--- src/rtl/fetch_stage_pkg.sv ---
// Shared types and constants for the instruction-fetch stage and its IF/ID register.
package fetch_stage_pkg;

  localparam int INSTR_W = 16;

  typedef logic [INSTR_W-1:0] instr_t;

  typedef enum logic [1:0] {
    REQ    = 2'd0,
    FULL   = 2'd1,
    HALTED = 2'd2
  } fetchState_e;

  localparam instr_t     NOP_INSTR_DEF = 16'h0800;
  localparam logic [4:0] HALT_OPC_DEF  = 5'b00000;

  function automatic logic isHalt(input instr_t word, input logic [4:0] opc);
    return word[15:11] == opc;
  endfunction

endpackage

--- src/rtl/fetch_stage_if.sv ---
// Instruction-memory request bus: level request held until done, one outstanding access.
interface fetch_stage_if;
  logic [15:0] IMemAddr;
  logic        IMemRd;
  logic [15:0] IMemData;
  logic        IMemDone;

  modport master (output IMemAddr, output IMemRd, input IMemData, input IMemDone);
  modport slave  (input IMemAddr, input IMemRd, output IMemData, output IMemDone);
endinterface

--- src/rtl/fetch_stage_if_id_reg.sv ---
// IF/ID pipeline register: load a fetched word, insert a bubble, or hold.
module fetch_stage_if_id_reg
  import fetch_stage_pkg::*;
#(
  parameter instr_t NOP_INSTR = NOP_INSTR_DEF
) (
  input  logic        clk,
  input  logic        rst,
  input  logic        load,
  input  logic        bubble,
  input  logic        stallBubble,
  input  instr_t      loadInstr,
  input  logic [15:0] loadPcPlus2,
  output instr_t      decInstruct,
  output logic [15:0] decPcPlus2,
  output logic        decValid,
  output logic        fetchStall
);

  always_ff @(posedge clk or negedge rst) begin
    if (!rst) begin
      decInstruct <= NOP_INSTR;
      decPcPlus2  <= 16'h0000;
      decValid    <= 1'b0;
      fetchStall  <= 1'b0;
    end else if (load) begin
      decInstruct <= loadInstr;
      decPcPlus2  <= loadPcPlus2;
      decValid    <= 1'b1;
      fetchStall  <= 1'b0;
    end else if (bubble) begin
      decInstruct <= NOP_INSTR;
      decValid    <= 1'b0;
      fetchStall  <= stallBubble;
    end
  end

endmodule

--- src/rtl/fetch_stage.sv ---
// Fetch FSM and PC; feeds decode through fetch_stage_if_id_reg.
// Optional PREFETCH_BUF_EN adds a second holding entry filled while decode stalls.
module fetch_stage
  import fetch_stage_pkg::*;
#(
  parameter logic [15:0] RESET_PC  = 16'h0000,
  parameter instr_t      NOP_INSTR = NOP_INSTR_DEF,
  parameter logic [4:0]  HALT_OPC  = HALT_OPC_DEF
) (
  input  logic         clk,
  input  logic         rst,
  input  logic         En,
  input  logic         Redirect,
  input  logic [15:0]  RedirectPC,
  fetch_stage_if.master imem,
  output instr_t       DecInstruct,
  output logic [15:0]  DecPCPlus2,
  output logic         DecValid,
  output logic         FetchStall
);

  fetchState_e state, stateNext;
  logic [15:0] pc, pcNext, pcPlus2, redirTarget, redirNext, redirPc;
  logic        squash, squashNext;
  instr_t      hold1, hold1Next;
  logic        rdReq, memDone;
  logic        decLoad, decBubble, decStallBubble;
  instr_t      decLoadInstr;
`ifdef PREFETCH_BUF_EN
  instr_t      hold2, hold2Next;
  logic        hold2Valid, hold2ValidNext;
`endif

  assign pcPlus2 = pc + 16'd2;
  assign redirPc = {RedirectPC[15:1], 1'b0};
  assign memDone = imem.IMemDone & rdReq;

  always_ff @(posedge clk or negedge rst) begin
    if (!rst) state <= REQ;
    else      state <= stateNext;
  end

  always_ff @(posedge clk or negedge rst) begin
    if (!rst) begin
      pc          <= {RESET_PC[15:1], 1'b0};
      squash      <= 1'b0;
      redirTarget <= 16'h0000;
      hold1       <= NOP_INSTR;
`ifdef PREFETCH_BUF_EN
      hold2       <= NOP_INSTR;
      hold2Valid  <= 1'b0;
`endif
    end else begin
      pc          <= pcNext;
      squash      <= squashNext;
      redirTarget <= redirNext;
      hold1       <= hold1Next;
`ifdef PREFETCH_BUF_EN
      hold2       <= hold2Next;
      hold2Valid  <= hold2ValidNext;
`endif
    end
  end

  always_comb begin
    stateNext  = state;
    pcNext     = pc;
    squashNext = squash;
    redirNext  = redirTarget;
    hold1Next  = hold1;
`ifdef PREFETCH_BUF_EN
    hold2Next      = hold2;
    hold2ValidNext = hold2Valid;
`endif
    if (Redirect) begin
`ifdef PREFETCH_BUF_EN
      hold2ValidNext = 1'b0;
`endif
      stateNext = REQ;
      if (rdReq && !memDone) begin
        // keep the outstanding address on the bus; the late word is dropped
        squashNext = 1'b1;
        redirNext  = redirPc;
`ifdef PREFETCH_BUF_EN
        if (state == FULL) pcNext = pcPlus2;
`endif
      end else begin
        squashNext = 1'b0;
        pcNext     = redirPc;
      end
    end else begin
      case (state)
        REQ: begin
          if (memDone) begin
            if (squash) begin
              squashNext = 1'b0;
              pcNext     = redirTarget;
            end else if (En) begin
              pcNext    = pcPlus2;
              stateNext = isHalt(imem.IMemData, HALT_OPC) ? HALTED : REQ;
            end else begin
              hold1Next = imem.IMemData;
              stateNext = FULL;
            end
          end
        end
        FULL: begin
`ifdef PREFETCH_BUF_EN
          if (En) begin
            pcNext = pcPlus2;
            if (isHalt(hold1, HALT_OPC)) begin
              stateNext = HALTED;
            end else if (hold2Valid) begin
              hold1Next      = hold2;
              hold2ValidNext = 1'b0;
            end else if (memDone) begin
              hold1Next = imem.IMemData;
            end else begin
              stateNext = REQ;
            end
          end else if (memDone) begin
            hold2Next      = imem.IMemData;
            hold2ValidNext = 1'b1;
          end
`else
          if (En) begin
            pcNext    = pcPlus2;
            stateNext = isHalt(hold1, HALT_OPC) ? HALTED : REQ;
          end
`endif
        end
        default: ;
      endcase
    end
  end

  always_comb begin
    rdReq          = 1'b0;
    imem.IMemAddr  = pc;
    decLoad        = 1'b0;
    decBubble      = 1'b0;
    decStallBubble = 1'b0;
    decLoadInstr   = imem.IMemData;
    case (state)
      REQ: rdReq = rst;
      FULL: begin
        decLoadInstr = hold1;
`ifdef PREFETCH_BUF_EN
        rdReq         = rst & ~hold2Valid & ~isHalt(hold1, HALT_OPC);
        imem.IMemAddr = pcPlus2;
`endif
      end
      default: ;
    endcase
    if (Redirect) begin
      decBubble = 1'b1;
    end else if (En) begin
      case (state)
        REQ: begin
          if (memDone && !squash) begin
            decLoad = 1'b1;
          end else begin
            decBubble      = 1'b1;
            decStallBubble = 1'b1;
          end
        end
        FULL:    decLoad   = 1'b1;
        default: decBubble = 1'b1;
      endcase
    end
    imem.IMemRd = rdReq;
  end

  fetch_stage_if_id_reg #(.NOP_INSTR(NOP_INSTR)) u_ifId (
    .clk         (clk),
    .rst         (rst),
    .load        (decLoad),
    .bubble      (decBubble),
    .stallBubble (decStallBubble),
    .loadInstr   (decLoadInstr),
    .loadPcPlus2 (pcPlus2),
    .decInstruct (DecInstruct),
    .decPcPlus2  (DecPCPlus2),
    .decValid    (DecValid),
    .fetchStall  (FetchStall)
  );

endmodule

--- src/flat_wrapper.sv ---
// flat-port wrapper written by rule: the top's interface ports become plain ports
module fetch_stage_flat import fetch_stage_pkg::*;
#(
  parameter logic [15:0] RESET_PC  = 16'h0000,
  parameter instr_t      NOP_INSTR = NOP_INSTR_DEF,
  parameter logic [4:0]  HALT_OPC  = HALT_OPC_DEF
)
  (clk, rst, En, Redirect, RedirectPC, DecInstruct, DecPCPlus2, DecValid, FetchStall, imem_IMemAddr, imem_IMemRd, imem_IMemData, imem_IMemDone);
  fetch_stage_if imem_i ();
  input  logic clk;
  input  logic rst;
  input  logic En;
  input  logic Redirect;
  input  logic [15:0] RedirectPC;
  output instr_t DecInstruct;
  output logic [15:0] DecPCPlus2;
  output logic DecValid;
  output logic FetchStall;
  output wire logic [$bits(imem_i.IMemAddr)-1:0] imem_IMemAddr;
  output wire logic [$bits(imem_i.IMemRd)-1:0] imem_IMemRd;
  input wire logic [$bits(imem_i.IMemData)-1:0] imem_IMemData;
  input wire logic [$bits(imem_i.IMemDone)-1:0] imem_IMemDone;
  assign imem_IMemAddr = imem_i.IMemAddr;
  assign imem_IMemRd = imem_i.IMemRd;
  assign imem_i.IMemData = imem_IMemData;
  assign imem_i.IMemDone = imem_IMemDone;
  fetch_stage #(.RESET_PC(RESET_PC), .NOP_INSTR(NOP_INSTR), .HALT_OPC(HALT_OPC)) u_core (.clk(clk), .rst(rst), .En(En), .Redirect(Redirect), .RedirectPC(RedirectPC), .imem(imem_i), .DecInstruct(DecInstruct), .DecPCPlus2(DecPCPlus2), .DecValid(DecValid), .FetchStall(FetchStall));
endmodule
--- config.mk ---
export PLATFORM = sky130hd
export DESIGN_NAME = fetch_stage_flat
export DESIGN_NICKNAME = d
export VERILOG_FILES = /design/src/rtl/fetch_stage_pkg.sv /design/src/rtl/fetch_stage_if.sv /design/src/rtl/fetch_stage_if_id_reg.sv /design/src/rtl/fetch_stage.sv /design/src/flat_wrapper.sv
export SDC_FILE = /design/constraint.sdc
export NUM_CORES = 1
export LEC_CHECK = 0
export ABC_AREA = 0
export CAP_MARGIN = 25
export CORE_ASPECT_RATIO = 1.1
export CORE_MARGIN = 1
export CORE_UTILIZATION = 45
export DETAILED_ROUTE_END_ITERATION = 10
export GPL_ROUTABILITY_DRIVEN = 0
export MAX_ROUTING_LAYER = met4
export PLACE_DENSITY_LB_ADDON = 0.12
export SYNTH_ARGS = -nofsm -noshare
export SYNTH_HDL_FRONTEND = slang
export SYNTH_HIERARCHICAL = 1
export SYNTH_SLANG_ARGS = --single-unit
--- constraint.sdc ---
create_clock -name clk -period 4 [get_ports clk]
set_clock_uncertainty 0.1 [all_clocks]
set_input_delay 0.6 -clock clk [delete_from_list [all_inputs] [get_ports clk]]
set_output_delay 0.6 -clock clk [all_outputs]
set_load 0.02 [all_outputs]
# Word level (Yosys, flattened, before mapping)
# Cells that the tools add are included.
# Widths: inputs -> output; s select.
[totals]
reg_bits = 84
latchBits = 0
ramBits = 0
rom_bits = 0
out_inout_bits = 51
n_memories = 0
[classes]
n_addsub = 1
n_mul = 0
n_div = 0
n_lt_le_gt_ge = 0
n_eq_ne = 5
shift = 0
mux = 37
bitwise_logic = 4
n_reduce_logical = 16
[ops]
columns = ["op", "n"]
rows = [
  ["$mux 16", 8],
  ["$pmux 16 s2", 1],
  ["$mux 1", 18],
  ["$add 16x2->16 const B", 1],
  ["$mux 2", 7],
  ["$logic_not 5->1", 2],
  ["$ne 3x3->1 const B", 2],
  ["$reduce_bool 2->1", 3],
  ["$reduce_and 5->1", 1],
  ["$pmux 1 s2", 2],
  ["$pmux 2 s2", 1],
  ["$reduce_and 2->1", 2],
  ["$reduce_and 4->1", 1],
  ["$ne 3x2->1 const B", 1],
  ["$not 1->1", 3],
  ["$reduce_and 3->1", 1],
  ["$reduce_bool 3->1", 1],
  ["$eq 2x1->1 const B", 1],
  ["$logic_and 1x1->1", 2],
  ["$logic_not 1->1", 2],
  ["$logic_not 2->1", 1],
  ["$ne 2x2->1 const B", 1],
  ["$and 1x1->1", 1],
]

# Logic depth before layout (Yosys ltp)
[depth]
depth_word = 10
depth_mapped = 9
ltp_nobuf = 6

# Cells and area by module
# Netlist, hierarchy kept.
[modules_own_cells]
columns = ["module", "n_inst", "cells_each", "area_per_inst_um2"]
rows = [
  ["fetch_stage", 1, 352, 3163.0],
  ["fetch_stage_if_id_reg", 1, 78, 1303.8],
]

# Least setup slack after synthesis
# OpenSTA, ideal clock, no wires.
[synth_path]
path_kind = "in2reg"
start = "in imem_IMemDone"
end = "reg u_core.u_ifId.decPcPlus2[10]"
setup_ns = 0.125
arrival_ns = 1.948
t_required_ns = 3.775
setup_slack_ns = 1.826
path_stages = 7
cell_sequence = "clkbuf_1 -> nand3b_1 -> and2b_1 -> nor3_1 -> buf_6 -> buf_6 -> mux2_4"
[synth_via]
elab_chain_len = 6
[synth_rtl]
columns = ["item", "line", "source"]
rows = [
  ["start, declared", "flat_wrapper.sv:22", "input wire logic [$bits(imem_i.IMemDone)-1:0] imem_IMemDone;"],
  ["$and 1x1->1", "fetch_stage.sv:36", "assign memDone = imem.IMemDone & rdReq;"],
  ["$logic_and 1x1->1", "fetch_stage.sv:160", "if (memDone && !squash) begin"],
  ["$mux 1", "fetch_stage.sv:160", ""],
  ["$pmux 1 s2", "fetch_stage.sv:158", "case (state)"],
  ["$mux 1", "fetch_stage.sv:157", "end else if (En) begin"],
  ["$mux 1", "fetch_stage.sv:155", "if (Redirect) begin"],
  ["via u_core.decLoad", "fetch_stage.sv:27", "logic decLoad, decBubble, decStallBubble;"],
  ["end signal, assigned", "fetch_stage_if_id_reg.sv:28", "decPcPlus2 <= loadPcPlus2;"],
  ["end, declared", "fetch_stage_if_id_reg.sv:15", "output logic [15:0] decPcPlus2,"],
]
# The timed path passes the listed nets, and every way through them passes these cells.
# A chain may end at the register's enable or synchronous reset.

# Worst setup path in the final report
[layout_path]
start = "in rst"
end = "out imem_IMemRd"
[layout_via]
elab_chain_len = 1
[layout_rtl]
columns = ["item", "line", "source"]
rows = [
  ["start, declared", "flat_wrapper.sv:11", "input logic rst;"],
  ["$mux 1", "fetch_stage.sv:144", "case (state)"],
  ["end, declared", "flat_wrapper.sv:20", "output wire logic [$bits(imem_i.IMemRd)-1:0] imem_IMemRd;"],
]
# No other way between the ends.

==> impl_metrics.toml <==
[floorplanning]
start_util = 0.471
core_area_mm2 = 0.00949
die_area_mm2 = 0.0103
row_count = 37
die_y_um = 106
die_w_um = 97.0
io_pins = 88

[power]
leakage_nw = 2.41
power.total_mw = 2.66
peakVddDrop_v = 0.000216
p_per_area_mw_per_mm2 = 480

[setup_path]
crit_path_max_fanout = 12
crit_required_ns = 3.30
cp-start-kind = "input pin"
cp-end-kind = "output pin"
crit_type = "in -> out"
crit_arrival_ns = 2.46
reg2reg_setup_slack_ns = 1.64

[yosys]
synthArstFlopShare = 1.00
yosysMostFrequentCell = "dfrtp_1"
syn_avg_cell_area_um2 = 10.4
synth_top_area_frac = 0.454
ys.flop_type = "dfrtp_1"
synth_edf_count = 0
synth_cell_types = 67
synthCells = 430
yosysSeqAreaShare = 0.466
synthTopCellsByCount = "81 x dfrtp_1, 64 x nand2_1, 27 x mux2_2, 21 x nor2_1"
synth-seq-cells = 83
yosys_warnings = 6
netlist_area_mm2 = 0.00447
synth_top_area_cell = "dfrtp_1"
synth_area_leaders = "dfrtp_1 45%, mux2_2 6.8%, mux2_4 6.4%, nand2_1 5.4%, a22o_1 2.9%"

[global_route]
grt_pass1_vias = 3496
grt_max_degree = 78
antenna_found_initial = 0
grt_usage = 0.230
grt_pass1_wl_mm = 18.4
grt.overflow.total = 0

[finish]
drive_above_1_share = 0.160
diodes = 0
fillers = 818
synthToLayoutAreaGrowth_pct = 24.3
layout.nets = 539

[detailed_routing]
drt_iter0_markers = 224
totalWireLength_mm = 11.2
vias = 3605
drc = 0
dr.pass1.iters = 5
avgRoutedWirePerCell_um = 17.9
ant_nets = 0
vias_per_cell = 5.79

[timing]
relSlewSlack = 0.362
rsz0062_at_grt = "false"
finalCritPeriodShare = 0.789
drv_slew = 0
fmax_mhz = 317
setup-tns-final_ns = 0
report.final.setup_viol = 0
finalHoldViolCount = 0
fin_crit_ns = 3.16
worst_slew_pin_slew_ns = 0.957

[cts]
htreeDepth = 3
cts.path.max_buffers = 2
path_clk_slew_ns = 0.08
cts-root-buf = "clkbuf_8"
clock_sinks = 83
cts_made_buffers = 9
cts_tree = "done"
clkLatencyLatePin_ns = 0.34
cts_resized = 0

[job]
max-cap-violations = 0

[hold_path]
hold_path.class = "reg -> reg"

[placed_design]
io_buffer_count = 85
dpl.hpwl_mm = 7.25

[status]
status = "complete, no violations"
[power by group]
part / internal (mW) / switching [mW]
clock network: 0.307 / 0.296
logic: 0.475 / 0.392
registers: 1.03 / 0.164
total: 1.81 / 0.852
[what timing repair did]
action / in CTS / in global routing
endpoints found under the hold margin: 6 / 0
buffers inserted: 0 / 0
hold buffers: 1 / 0
[worst max-delay path, stage by stage]
cell,delay (ns)
dlygate4sd3_1,0.53
buf_4,0.21
or3b_4,0.43
inv_1,0.08
clkdlybuf4s50_1,0.60
[path summary, 6_finish.rpt]
path / start / end / cells past startpoint
max: rst / imem_IMemRd / 5
min: u_core/u_ifId/decValid$_DFFE_PN0P_ / u_core/u_ifId/decValid$_DFFE_PN0P_ / 1
max reg2reg: u_core/squash$_DFFE_PN0P_ / u_core/u_ifId/decInstruct[4]$_DFFE_PN0P_ / 6
min reg2reg: u_core/u_ifId/decValid$_DFFE_PN0P_ / u_core/u_ifId/decValid$_DFFE_PN0P_ / 1
max in group asynchronous: rst / u_core/u_ifId/decInstruct[11]$_DFFE_PN1P_ / 4
min in group asynchronous: rst / u_core/squash$_DFFE_PN0P_ / 2
[layout make-up]
cell class | count | area (um2) | share of cell area
multi-input combinational | 303 | 2160 | 0.388
clock inverter | 2 | 35.0 | 0.00631
timing repair buffer | 96 | 953 | 0.172
sequential | 83 | 2080 | 0.374
inverter | 8 | 30.0 | 0.00541
tap | 117 | 146 | 0.0264
clock buffer | 14 | 153 | 0.0275
[cells by family after synthesis]
group / synth area share
compound gates: 0.150
xor+xnor: 0.0333
fa+ha+maj: 0.00280
buf+inv: 0.0543
flops: 0.466
mux: 0.139
other cells: 0.000840
simple gates: 0.154
[flip-flops by register name (all words and copies together) (netlist names)]
name,count
u_core/u_ifId/decValid,1
u_core/redirTarget,15
u_core/u_ifId/decInstruct,16
u_core/u_ifId/fetchStall,1
u_core/state,2
u_core/hold1,16
u_core/squash,1
u_core/u_ifId/decPcPlus2,16
u_core/imem.IMemAddr,15
[per-stage QoR]
stage | cells | area (um2) | hold slack, ns | util | worst slack [ns]
after floorplan | 431 | 4470 | 0.204 | - | 1.83
after global placement | 605 | 5330 | 0.351 | 0.561 | 1.22
after detailed placement | 605 | 5330 | 0.352 | 0.561 | 1.16
final | 623 | 5550 | 0.390 | 0.585 | 0.842
after CTS | 622 | 5530 | 0.401 | 0.582 | 0.822
after global routing | 623 | 5550 | 0.413 | 0.585 | 0.791
[per-layer routing]
layer  GRT usage  wire [um]
met4      0.0682        146
met2       0.365       5250
met5           -          0
met1       0.310       5130
met3      0.0322        644
[placed cells by master (no fill, tap or decap), types with 3 or more instances in the layout]
master and instances:
clkdlybuf4s50_1 84, dfrtp_1 81, nand2_1 64, mux2_2 27, nor2_1 21, o21ai_0 19, mux2_4 19, a22o_1 15
xnor2_1 11, clkbuf_8 10, buf_4 10, nand4_1 10, a21oi_1 9, nor3_1 9, and3_1 6, xor2_1 6
inv_1 6, nand3_1 6, o211ai_1 6, clkbuf_1 4, a311oi_1 4, a22oi_1 4, a31oi_1 4, and4_1 3
nand2b_1 3, nor4_1 3, a2111oi_0 3, mux2i_1 3, a221oi_1 3, o22ai_1 3
(Power assumes the default switching activity.)
